`src/rtl/serial_sub_pkg.sv`:
```
// Shared definitions for the bit-serial subtractor: FSM state encoding and default width.
package serial_sub_pkg;

  localparam int unsigned DEFAULT_WIDTH = 8;

  typedef enum logic [1:0] {
    IDLE  = 2'b00,
    SHIFT = 2'b01,
    DONE  = 2'b10
  } state_e;

endpackage

```
`src/rtl/serial_sub_full_sub.sv`:
```
// One-bit full-subtract cell: difference and borrow-out from two operand bits and borrow-in.
module full_sub (
  input  logic ai,
  input  logic bi,
  input  logic bin,
  output logic d,
  output logic bnext
);

  always_comb begin
    d     = ai ^ bi ^ bin;
    bnext = (~ai & bi) | (~(ai ^ bi) & bin);
  end

endmodule

```
`src/rtl/serial_sub.sv`:
```
// Bit-serial unsigned subtractor: diff = a - b mod 2^WIDTH, bout = (a < b), LSB first, one bit per clock.
module serial_sub
  import serial_sub_pkg::*;
#(
  parameter int unsigned WIDTH = DEFAULT_WIDTH
) (
  input  logic             clk,
  input  logic             rst,
  input  logic             start,
  input  logic [WIDTH-1:0] a,
  input  logic [WIDTH-1:0] b,
  output logic             busy,
  output logic             done,
  output logic [WIDTH-1:0] diff,
  output logic             bout
);

  localparam int unsigned CNT_W = $clog2(WIDTH + 1);

  state_e             r_state;
  logic [WIDTH-1:0]   r_a;
  logic [WIDTH-1:0]   r_b;
  logic [WIDTH-1:0]   r_acc;
  logic [WIDTH-1:0]   r_diff;
  logic               r_bout;
  logic               r_borrow;
  logic [CNT_W-1:0]   r_cnt;

  logic               w_d;
  logic               w_bnext;
  logic [WIDTH-1:0]   w_acc_next;

  full_sub u_full_sub (
    .ai    (r_a[0]),
    .bi    (r_b[0]),
    .bin   (r_borrow),
    .d     (w_d),
    .bnext (w_bnext)
  );

  // Difference bits enter at the MSB so after WIDTH shifts bit 0 sits at the LSB.
  always_comb begin
    w_acc_next            = r_acc >> 1;
    w_acc_next[WIDTH-1]   = w_d;
  end

  always_ff @(posedge clk or posedge rst) begin
    if (rst) begin
      r_state  <= IDLE;
      r_a      <= '0;
      r_b      <= '0;
      r_acc    <= '0;
      r_diff   <= '0;
      r_bout   <= 1'b0;
      r_borrow <= 1'b0;
      r_cnt    <= '0;
    end else begin
      case (r_state)
        IDLE: begin
          if (start) begin
            r_a      <= a;
            r_b      <= b;
            r_acc    <= '0;
            r_borrow <= 1'b0;
            r_cnt    <= CNT_W'(WIDTH);
            r_state  <= SHIFT;
          end
        end
        SHIFT: begin
          r_a      <= r_a >> 1;
          r_b      <= r_b >> 1;
          r_acc    <= w_acc_next;
          r_borrow <= w_bnext;
          r_cnt    <= r_cnt - CNT_W'(1);
          // Results are published only on the final bit so partial sums never appear on diff.
          if (r_cnt == CNT_W'(1)) begin
            r_diff  <= w_acc_next;
            r_bout  <= w_bnext;
            r_state <= DONE;
          end
        end
        DONE:    r_state <= IDLE;
        default: r_state <= IDLE;
      endcase
    end
  end

  always_comb begin
    busy = (r_state == SHIFT) || (r_state == DONE);
    done = (r_state == DONE);
    diff = r_diff;
    bout = r_bout;
  end

endmodule

```
`config.mk`:
```
export PLATFORM = sky130hd
export DESIGN_NAME = serial_sub
export DESIGN_NICKNAME = d
export VERILOG_FILES = /design/src/rtl/serial_sub_pkg.sv /design/src/rtl/serial_sub_full_sub.sv /design/src/rtl/serial_sub.sv
export SDC_FILE = /design/constraint.sdc
export NUM_CORES = 1
export LEC_CHECK = 0
export BUFFER_PORTS_ARGS = -buffer_cell sky130_fd_sc_hd__buf_4
export CORE_ASPECT_RATIO = 0.6
export CORE_MARGIN = 3
export CORE_UTILIZATION = 40
export CTS_CLUSTER_SIZE = 25
export DETAILED_ROUTE_END_ITERATION = 8
export GPL_TIMING_DRIVEN = 0
export PLACE_DENSITY = 0.69
export RECOVER_POWER = 25
export SYNTH_ARGS = -nofsm -noshare
export SYNTH_HDL_FRONTEND = slang
export SYNTH_SLANG_ARGS = --single-unit
```
`constraint.sdc`:
```
create_clock -name clk -period 3.44 [get_ports clk]
set_input_delay 0.344 -clock clk [delete_from_list [all_inputs] [get_ports clk]]
set_output_delay 0.344 -clock clk [all_outputs]
set_load 0.05 [all_outputs]
```
==> impl_metrics.json, run 1 <==
{
  "clk_latency_ns": 0.30,
  "postSynth.asyncResetShare_pct": 100,
  "synth_edf_count": 0,
  "numCtsBuffers": 5,
  "die_h_microns": 59.3,
  "grt_max_degree": 40,
  "dp_hpwl_microns": 2600,
  "pwr-share-clk_pct": 13.9,
  "synth_cell_types": 31,
  "outcome": "complete, no violations",
  "first_global_vias": 1282,
  "dr.pass1.iters": 4,
  "cts_sinks": 39,
  "worstSetupPathType": "reg2reg",
  "cts.repair_timing.setup_buffer_count": 0,
  "wl_met1_microns": 2060,
  "wl_met3_microns": 167,
  "hp-start": "b[7]",
  "area.sequential_sq_um": 976,
  "p_leak_nw": 1.08,
  "ant_nets": 0,
  "path_clk_slew_ns": 0.07,
  "combPwrFrac_pct": 50.8,
  "layout.nets": 230,
  "gp_congestion": 0.752,
  "initial_utilization_pct": 43.8,
  "wl_per_cell_microns": 14.3,
  "end_kind": "flop",
  "arrival_ns": 1.96,
  "antenna_found_initial": 0,
  "place_area_sq_um": 2190,
  "htreeDepth": 2,
  "cp_num_buf_inv": 2,
  "maxSlewHeadroom_pct": 2.86,
  "viasPerCell": 5.14,
  "grt.total_usage_pct": 15.3,
  "min_path_cells": 3,
  "fin_crit_sh_pct": 50.5,
  "antenna_cells": 0,
  "multi_input_area_sq_um": 815,
  "design.die.area_sq_um": 5620,
  "overflow": 0,
  "rsz0062_at_grt": "false",
  "port_buffers": 29,
  "p_int_mw": 1.25,
  "r2r_start": "r_state[0]",
  "synth.top_cells.by_area": "dfrtp_1 52%, mux2i_1 10%, o21ai_0 5.6%, mux2_2 5.4%, nand2_1 5.0%",
  "worst_path_largest_cell_delay_ns": 0.44,
  "cts_hold_buf": 0,
  "utilization_pct": 52.5,
  "fmax_mhz": 575,
  "cellPowerDensity_nw_per_um2": 972,
  "finalInstanceArea_sq_um": 2270,
  "grt_pass1_wl_microns": 6420,
  "yosysTopAreaCell": "dfrtp_1",
  "power_mw": 2.21,
  "power.switching_mw": 0.953,
  "peakVddDrop_mv": 0.752,
  "synth_fp_nets": 194,
  "syn_inst": 169,
  "drive_gt1_share_pct": 26.7,
  "maxSlewViolCount": 0,
  "ys_seq_area_share_pct": 51.6,
  "cp_max_fo": 10,
  "syn_to_final_growth_pct": 20.0,
  "route.detailed.drc": 0,
  "cp_slowest_cell": "mux2i_4",
  "postSynthAreaPerCell_sq_um": 11.2,
  "cts_tree": "done",
  "vias": 1368,
  "swShare_pct": 43.2,
  "cp-start-kind": "flop",
  "tightest_slew_ns": 1.46,
  "std_cell_rows": 18,
  "reg2regPathDepth": 6,
  "wl_microns": 3810,
  "fin_crit_ns": 1.74,
  "yosys_warnings": 0,
  "routed.top_layer": "met4",
  "core_area_sq_um": 4320,
  "p_seq_share_pct": 35.3,
  "clock_skew_ns": 0.00848,
  "cp.required_ns": 3.66,
  "tns_ns": 0,
  "wl_met2_microns": 1490,
  "setup_viol": 0,
  "synth_seq_cells": 39,
  "hold_class": "in2reg",
  "hold_end": "r_b[7]",
  "hold_violations": 0,
  "regToRegEndpoint": "r_b[6]",
  "synth_top_area_share_pct": 51.6,
  "clockBufferDepth": 2,
  "r2r_setup_slack_ns": 1.70,
  "drtIter0Drc": 75,
  "io_pins": 30,
  "crit_family": "multiplexers",
  "nFillCells": 408,
  "drv_cap": 0,
  "cts_resized": 0,
  "syn_area_sq_um": 1890,
  "synth_most_common_cell": "dfrtp_1",
  "die_w_microns": 94.8,
  "timing.critical_path.cells": "inv_1 -> ha_1 -> mux2i_4 -> buf_2 -> nand2_1 -> o21ai_0",
  "synthTopCellsByCount": "39 x dfrtp_1, 25 x nand2_1, 21 x o21ai_0",
  "synth_ff_type": "dfrtp_1",
  "cts_root_buf": "clkbuf_8"
}
layout make-up:
| cell class | count | area share, % |
|---|---|---|
| Inverter | 8 | 1.32 |
| Sequential cell | 39 | 43.0 |
| Buffer | 10 | 3.20 |
| Tap cell | 60 | 3.31 |
| Clock buffer | 6 | 3.20 |
| Multi-Input combinational cell | 112 | 35.9 |
| Clock inverter | 2 | 0.551 |
| Timing Repair Buffer | 29 | 9.59 |
routing by layer:
metal	track usage [%]	vias up
li1	-	667
met5	0	-
met1	23.3	663
met2	19.6	28
met4	7.39	0
met3	4.19	10
through the flow:
step	setup WS [ns]	instances	hold slack, ns
after global routing	1.58	266	0.310
after global placement	1.68	258	0.463
after CTS	1.71	266	0.233
after detailed placement	1.75	258	0.471
final	1.70	266	0.311
after floorplan	1.96	169	0.450
power by group through the flow:
| stage | Combinational [mW] | Sequential (mW) | Clock, mW |
|---|---|---|---|
| final | 1.12 | 0.778 | 0.308 |
| after global routing | 1.24 | 0.806 | 0.334 |
| after CTS | 1.13 | 0.776 | 0.320 |
| after detailed placement | 1.12 | 0.785 | 0 |
| after global placement | 1.11 | 0.781 | 0 |
| after floorplan | 0.735 | 0.891 | 0 |
kinds of logic (layout without fill, tap and decap cells):
logic type / Yosys count / in the layout / share of synthesized area (%)
AO/OA/AOI/OAI: 41 / 41 / 13.0
XOR/XNOR: 1 / 1 / 0.463
multiplexers: 29 / 29 / 16.6
AND/OR/NAND/NOR: 35 / 35 / 8.59
flip-flops: 39 / 39 / 51.6
buffers and inverters: 18 / 55 / 5.42
adder cells (fa/ha/maj): 6 / 6 / 4.36
state kept, by name, summed over array words and instances, names as in the netlist:
name and flops:
diff 8, r_a 8, r_b 8, r_acc 7, r_cnt 4, r_state 2, bout 1, r_borrow 1
worst reg2reg max path, delay by kind of cell (launching register included):
kind	cells	cell delay, ns
flops	1	0.40
simple gates	1	0.08
mux	1	0.44
buf+inv	2	0.41
compound gates	1	0.07
fa+ha+maj	1	0.28
placed cells by master (no fill, tap or decap), types with 2 or more instances in the layout:
cell and count:
o21ai_1 3, o221ai_1 2, a32o_1 2, buf_4 30, ha_1 5, o21ai_0 21
nor2_1 2, a21oi_1 5, clkbuf_8 5, buf_6 3, a22oi_1 5, mux2_2 9
inv_1 8, buf_2 4, nand2_1 25, dfrtp_1 39, mux2i_1 19, clkbuf_1 2
how the worst max path moves through the flow:
stage	start	end	cells past startpoint
floorplan	r_state[1]	diff[0]	6
global placement	rst	r_a[5]	2
detailed placement	r_state[0]	r_b[0]	6
CTS	r_state[0]	r_b[6]	6
global route	r_state[0]	r_a[2]	6
finish	r_state[0]	r_b[6]	6
No activity file was read; power rests on OpenSTA's default activity.
==> run 2: changes to the inputs <==
Settings changed: PLACE_DENSITY 0.69 to 0.71.
Clock period 3.44 ns to 1.5 ns, I/O delays scaled along.
==> run 2 against run 1 <==
Net effect:
- the run now ends with negative setup slack left
- worst setup slack got worse by 1.7 ns
- clock-buffer cell count fell by 1
- final area rose by 9.0%
- highest routed layer unchanged
- critical path type unchanged
==> impl_metrics.json, run 2 (same netlist as run 1, synthesis figures left out) <==
{
  "cellPowerDensity_nw_per_um2": 2300,
  "pwr-share-clk_pct": 15.7,
  "fmax_mhz": 649,
  "numCtsBuffers": 5,
  "place_area_sq_um": 2190,
  "cts_sinks": 39,
  "combPwrFrac_pct": 52.4,
  "swShare_pct": 41.1,
  "first_global_vias": 1379,
  "timing.final.ws_setup_ns": -0.0412,
  "route.detailed.drc": 0,
  "arrival_ns": 1.72,
  "syn_to_final_growth_pct": 30.7,
  "clk_latency_ns": 0.30,
  "drtIter0Drc": 69,
  "viasPerCell": 5.13,
  "peakVddDrop_mv": 1.06,
  "instances_no_fill": 277,
  "htreeDepth": 2,
  "hold_violations": 0,
  "hold_class": "in2async",
  "layout_commonest_cell": "dfrtp_1",
  "fin_hold_ws_ns": 0.0152,
  "clockBufferDepth": 2,
  "cp-startpoint": "r_state[1]",
  "design.die.area_sq_um": 5620,
  "end_kind": "flop",
  "failed_checks": "negative setup slack",
  "cts_root_buf": "clkbuf_8",
  "utilization_pct": 57.2,
  "gp_congestion": 0.746,
  "grt_max_degree": 40,
  "ant_nets": 0,
  "port_buffers": 29,
  "maxSlewHeadroom_pct": 45.6,
  "cp-start-kind": "flop",
  "wl_microns": 4130,
  "p_leak_nw": 1.17,
  "grt.total_usage_pct": 16.2,
  "die_h_microns": 59.3,
  "timing.critical_path.cells": "inv_2 -> buf_6 -> ha_4 -> mux2i_4 -> buf_6 -> a21oi_2 -> o32a_1",
  "nFillCells": 387,
  "layout.nets": 241,
  "wl_per_cell_microns": 14.9,
  "cp_max_fo": 5,
  "worst_path_largest_cell_delay_ns": 0.40,
  "power_mw": 5.69,
  "maxSlewViolCount": 0,
  "antenna_cells": 0,
  "die_w_microns": 94.8,
  "pre_cts_ws_ns": -0.201,
  "grt_pass1_wl_microns": 6780,
  "tns_ns": -0.0903,
  "cts_tree": "done",
  "drive_gt1_share_pct": 36.4,
  "overflow": 0,
  "io_pins": 30,
  "cts_hold_buf": 0,
  "layout_common_cells": "39 x dfrtp_1, 37 x buf_4, 25 x nand2_1",
  "clock_skew_ns": 0.00482,
  "setup_viol": 4,
  "core_area_sq_um": 4320,
  "path_clk_slew_ns": 0.08,
  "cp.required_ns": 1.68,
  "antenna_found_initial": 0,
  "cp_slowest_cell": "dfrtp_1",
  "rsz0062_at_grt": "true",
  "power.switching_mw": 2.34,
  "vias": 1420,
  "p_int_mw": 3.35,
  "dp_hpwl_microns": 2610,
  "fin_crit_ns": 1.54,
  "worstSetupPathType": "reg2reg",
  "drv_cap": 0,
  "tightest_slew_ns": 0.814,
  "fin_crit_sh_pct": 103,
  "initial_utilization_pct": 43.8,
  "outcome": "complete, but fails checks",
  "dp_cells": 258,
  "p_seq_share_pct": 31.9,
  "dr.pass1.iters": 4,
  "finalInstanceArea_sq_um": 2470,
  "std_cell_rows": 18,
  "crit_top_cell": "buf_6",
  "r2r_start": "r_state[1]"
}
run 2: per-layer routing:
metal / part of all wire [%] / vias to the layer above / track usage, %
met4: 1.4 / 0 / 5.54
li1: - / 690 / -
met3: 5.6 / 8 / 4.31
met5: 0 / - / 0
met2: 42 / 31 / 22.8
met1: 51 / 691 / 24.1
run 2: power groups by stage:
stage	Sequential (mW)	Clock, mW	Combinational [mW]
2_1_floorplan	2.04	0	1.69
3_3_place_gp	1.79	0	2.51
3_5_place_dp	1.81	0	2.56
4_1_cts	1.80	0.911	2.82
5_1_grt	1.87	0.961	3.28
6_report	1.82	0.890	2.98
run 2: path summary, 6_finish.rpt:
path                                  to  cells after the start  slack, ns
worst min-delay path              r_b[5]                      2       0.02
worst max register to register  r_cnt[3]                      7      -0.04
max in group asynchronous       r_cnt[3]                      2       0.97
worst max-delay path            r_cnt[3]                      7      -0.04
min in group clk                  r_a[7]                      3       0.12
worst min register to register    r_b[7]                      2       0.49
run 2: critical path, delay by kind of cell (launching register included):
kind / cells / cell delay [ns]
multiplexers: 1 / 0.35
flip-flops: 1 / 0.40
buffers and inverters: 3 / 0.36
AO/OA/AOI/OAI: 2 / 0.18
adder cells (fa/ha/maj): 1 / 0.15
run 2: area by class of cell:
class                      instances  area [sq um]  area share [%]
timing repair buffer              42           334            13.5
multi-input combinational        112           883            35.7
clock inverter                     3          43.8            1.77
tap                               60          75.1            3.03
buffer                             8          63.8            2.58
clock buffer                       5          68.8            2.78
sequential                        39           976            39.4
inverter                           8          30.0            1.21
run 2: repair_timing:
action	CTS	global route
endpoints found under the setup margin	29	37
pin swaps	2	3
setup buffers	8	4
gates cloned	1	0
gates resized for setup	18	23
==> run 3: changes to the inputs <==
Settings changed: ABC_AREA set to 1.
==> run 3 against run 2 <==
Net effect:
- the flow now finishes without violations
- final cell count increased by 9.7%
- utilization decreased by 3.2 points
- clock skew up 0.0033 ns
- area after synthesis is 0.33% higher
- worst setup slack gained 0.13 ns
- synthesized cell count rose by 21%
- critical endpoint is now busy
- highest routed layer unchanged
==> impl_metrics.json, run 3 <==
{
  "hold_violations": 0,
  "cts_root_buf": "clkbuf_8",
  "clockBufferDepth": 2,
  "wl_per_cell_microns": 12.1,
  "cts_tree": "done",
  "regToRegEndpoint": "diff[6]",
  "yosysTopAreaCell": "dfrtp_1",
  "arrival_ns": 1.26,
  "cp-startpoint": "r_state[0]",
  "ys_seq_area_share_pct": 51.4,
  "maxSlewHeadroom_pct": 3.20,
  "numCtsBuffers": 5,
  "end_kind": "output pin",
  "drive_gt1_share_pct": 29.1,
  "synth.top_cells.by_area": "dfrtp_1 51%, nand2_1 11%, o21ai_2 6.9%, inv_1 6.3%, o21ai_1 5.3%",
  "cp.required_ns": 1.35,
  "synth_cell_types": 21,
  "postSynthAreaPerCell_sq_um": 9.31,
  "reg2regPathDepth": 7,
  "die_w_microns": 95.0,
  "syn_inst": 204,
  "antenna_found_initial": 0,
  "io_pins": 30,
  "path_clk_slew_ns": 0.08,
  "synth_seq_cells": 39,
  "yosys_warnings": 0,
  "r2r_start": "r_state[1]",
  "fmax_mhz": 711,
  "rsz0062_at_grt": "false",
  "crit_path_end": "busy",
  "grt.total_usage_pct": 15.3,
  "nFillCells": 407,
  "multi_input_area_sq_um": 713,
  "route.detailed.drc": 0,
  "core_area_sq_um": 4320,
  "cellPowerDensity_nw_per_um2": 2090,
  "ant_nets": 0,
  "synth_most_common_cell": "nand2_1",
  "layout_commonest_cell": "nand2_1",
  "postSynth.asyncResetShare_pct": 100,
  "tightest_slew_ns": 1.45,
  "outcome": "complete, no violations",
  "cp-start-kind": "flop",
  "clock_skew_ns": 0.00815,
  "p_leak_nw": 1.18,
  "worstSetupPathType": "reg2out",
  "gp_congestion": 0.778,
  "drv_cap": 0,
  "cts_sinks": 39,
  "port_buffers": 29,
  "timing.final.ws_setup_ns": 0.0931,
  "wl_microns": 3670,
  "pre_cts_ws_ns": 0.0844,
  "cp_max_fo": 3,
  "hold_class": "in2reg",
  "fin_crit_sh_pct": 93.8,
  "maxSlewViolCount": 0,
  "synth_edf_count": 0,
  "synth_ff_type": "dfrtp_1",
  "antenna_cells": 0,
  "initial_utilization_pct": 43.9,
  "setup_viol": 0,
  "layout.nets": 268,
  "fin_crit_ns": 1.41,
  "std_cell_rows": 18,
  "design.die.area_sq_um": 5640,
  "first_global_vias": 1382,
  "syn_area_sq_um": 1900,
  "vias": 1396,
  "area.sequential_sq_um": 976,
  "layout_common_cells": "57 x nand2_1, 39 x dfrtp_1, 32 x inv_1, 32 x buf_4, 20 x o21ai_1",
  "r2r_setup_slack_ns": 0.11,
  "power_mw": 4.88,
  "grt_pass1_wl_microns": 6450,
  "dr.pass1.iters": 4,
  "clk_latency_ns": 0.30,
  "drtIter0Drc": 34,
  "htreeDepth": 2,
  "synth_fp_nets": 229,
  "synth_top_area_share_pct": 51.4,
  "syn_to_final_growth_pct": 23.1,
  "peakVddDrop_mv": 0.969,
  "overflow": 0,
  "grt_max_degree": 40,
  "dp_hpwl_microns": 2660,
  "die_h_microns": 59.4,
  "viasPerCell": 4.59,
  "synthTopCellsByCount": "57 x nand2_1, 39 x dfrtp_1, 32 x inv_1"
}
-- run 3: cell count changes after synthesis, moves of 15 or more --
cell	previous run	this run
nand2_1	25	57
inv_1	8	32
o21ai_0	21	1
mux2i_1	19	0
o21ai_1	3	20
o21ai_2	0	15
-- run 3: area by class of cell --
| cell class | count | share of cell area, % |
|---|---|---|
| Tap cell | 60 | 3.21 |
| Multi-Input combinational cell | 124 | 30.5 |
| Clock inverter | 2 | 1.50 |
| Timing Repair Buffer | 32 | 10.3 |
| Clock buffer | 6 | 3.53 |
| Inverter | 33 | 5.51 |
| Buffer | 8 | 3.69 |
| Sequential cell | 39 | 41.8 |
-- run 3: kinds of logic after synthesis --
family                   synth area share (%)
AND/OR/NAND/NOR                          16.7
AO/OA/AOI/OAI                            16.3
buffers and inverters                    11.2
flip-flops                               51.4
adder cells (fa/ha/maj)                  4.35
-- run 3: worst min-delay path by stage --
stage | from | to | cells past startpoint | slack (ns)
2_1_floorplan | a[0] | r_a[0] | 2 | 0.28
3_5_place_dp | rst | bout | 2 | 0.36
5_1_grt | a[7] | r_a[7] | 3 | 0.08
6_report | a[7] | r_a[7] | 3 | 0.08
4_1_cts | rst | r_b[1] | 2 | 0.03
3_3_place_gp | a[7] | r_a[7] | 3 | 0.38
-- run 3: power breakdown --
part	internal (mW)	switching, mW	total, mW
sequential	1.43	0.157	1.59
combinational	0.879	1.50	2.38
clock	0.538	0.366	0.904
-- run 3: critical path: stages (launching register included) --
cell and delay (ns):
dfrtp_1 0.41, inv_1 0.09, ha_2 0.27, buf_4 0.19
-- run 3: stage by stage --
step | instance area, sq um | util (%) | cells | hold slack, ns | TNS (ns)
2_1_floorplan | 1900 | - | 204 | 0.284 | 0
3_3_place_gp | 2190 | 50.7 | 293 | 0.383 | -3.45
3_5_place_dp | 2190 | 50.7 | 293 | 0.362 | 0
4_1_cts | 2310 | 53.4 | 301 | 0.0345 | 0
5_1_grt | 2340 | 54.1 | 304 | 0.0824 | 0
6_report | 2340 | 54.1 | 304 | 0.0801 | 0
-- run 3: repair_timing --
action,in CTS,in global routing
endpoints found under the setup margin,0,10
hold buffers,0,0
setup buffers,0,3
gates resized for setup,0,2
-- run 3: per-layer routing --
metal	track usage [%]	vias up	wire, microns
met5	0	-	0
met4	8.01	0	81
met3	3.43	8	172
met2	20.7	32	1550
met1	22.6	632	1870
li1	-	724	-
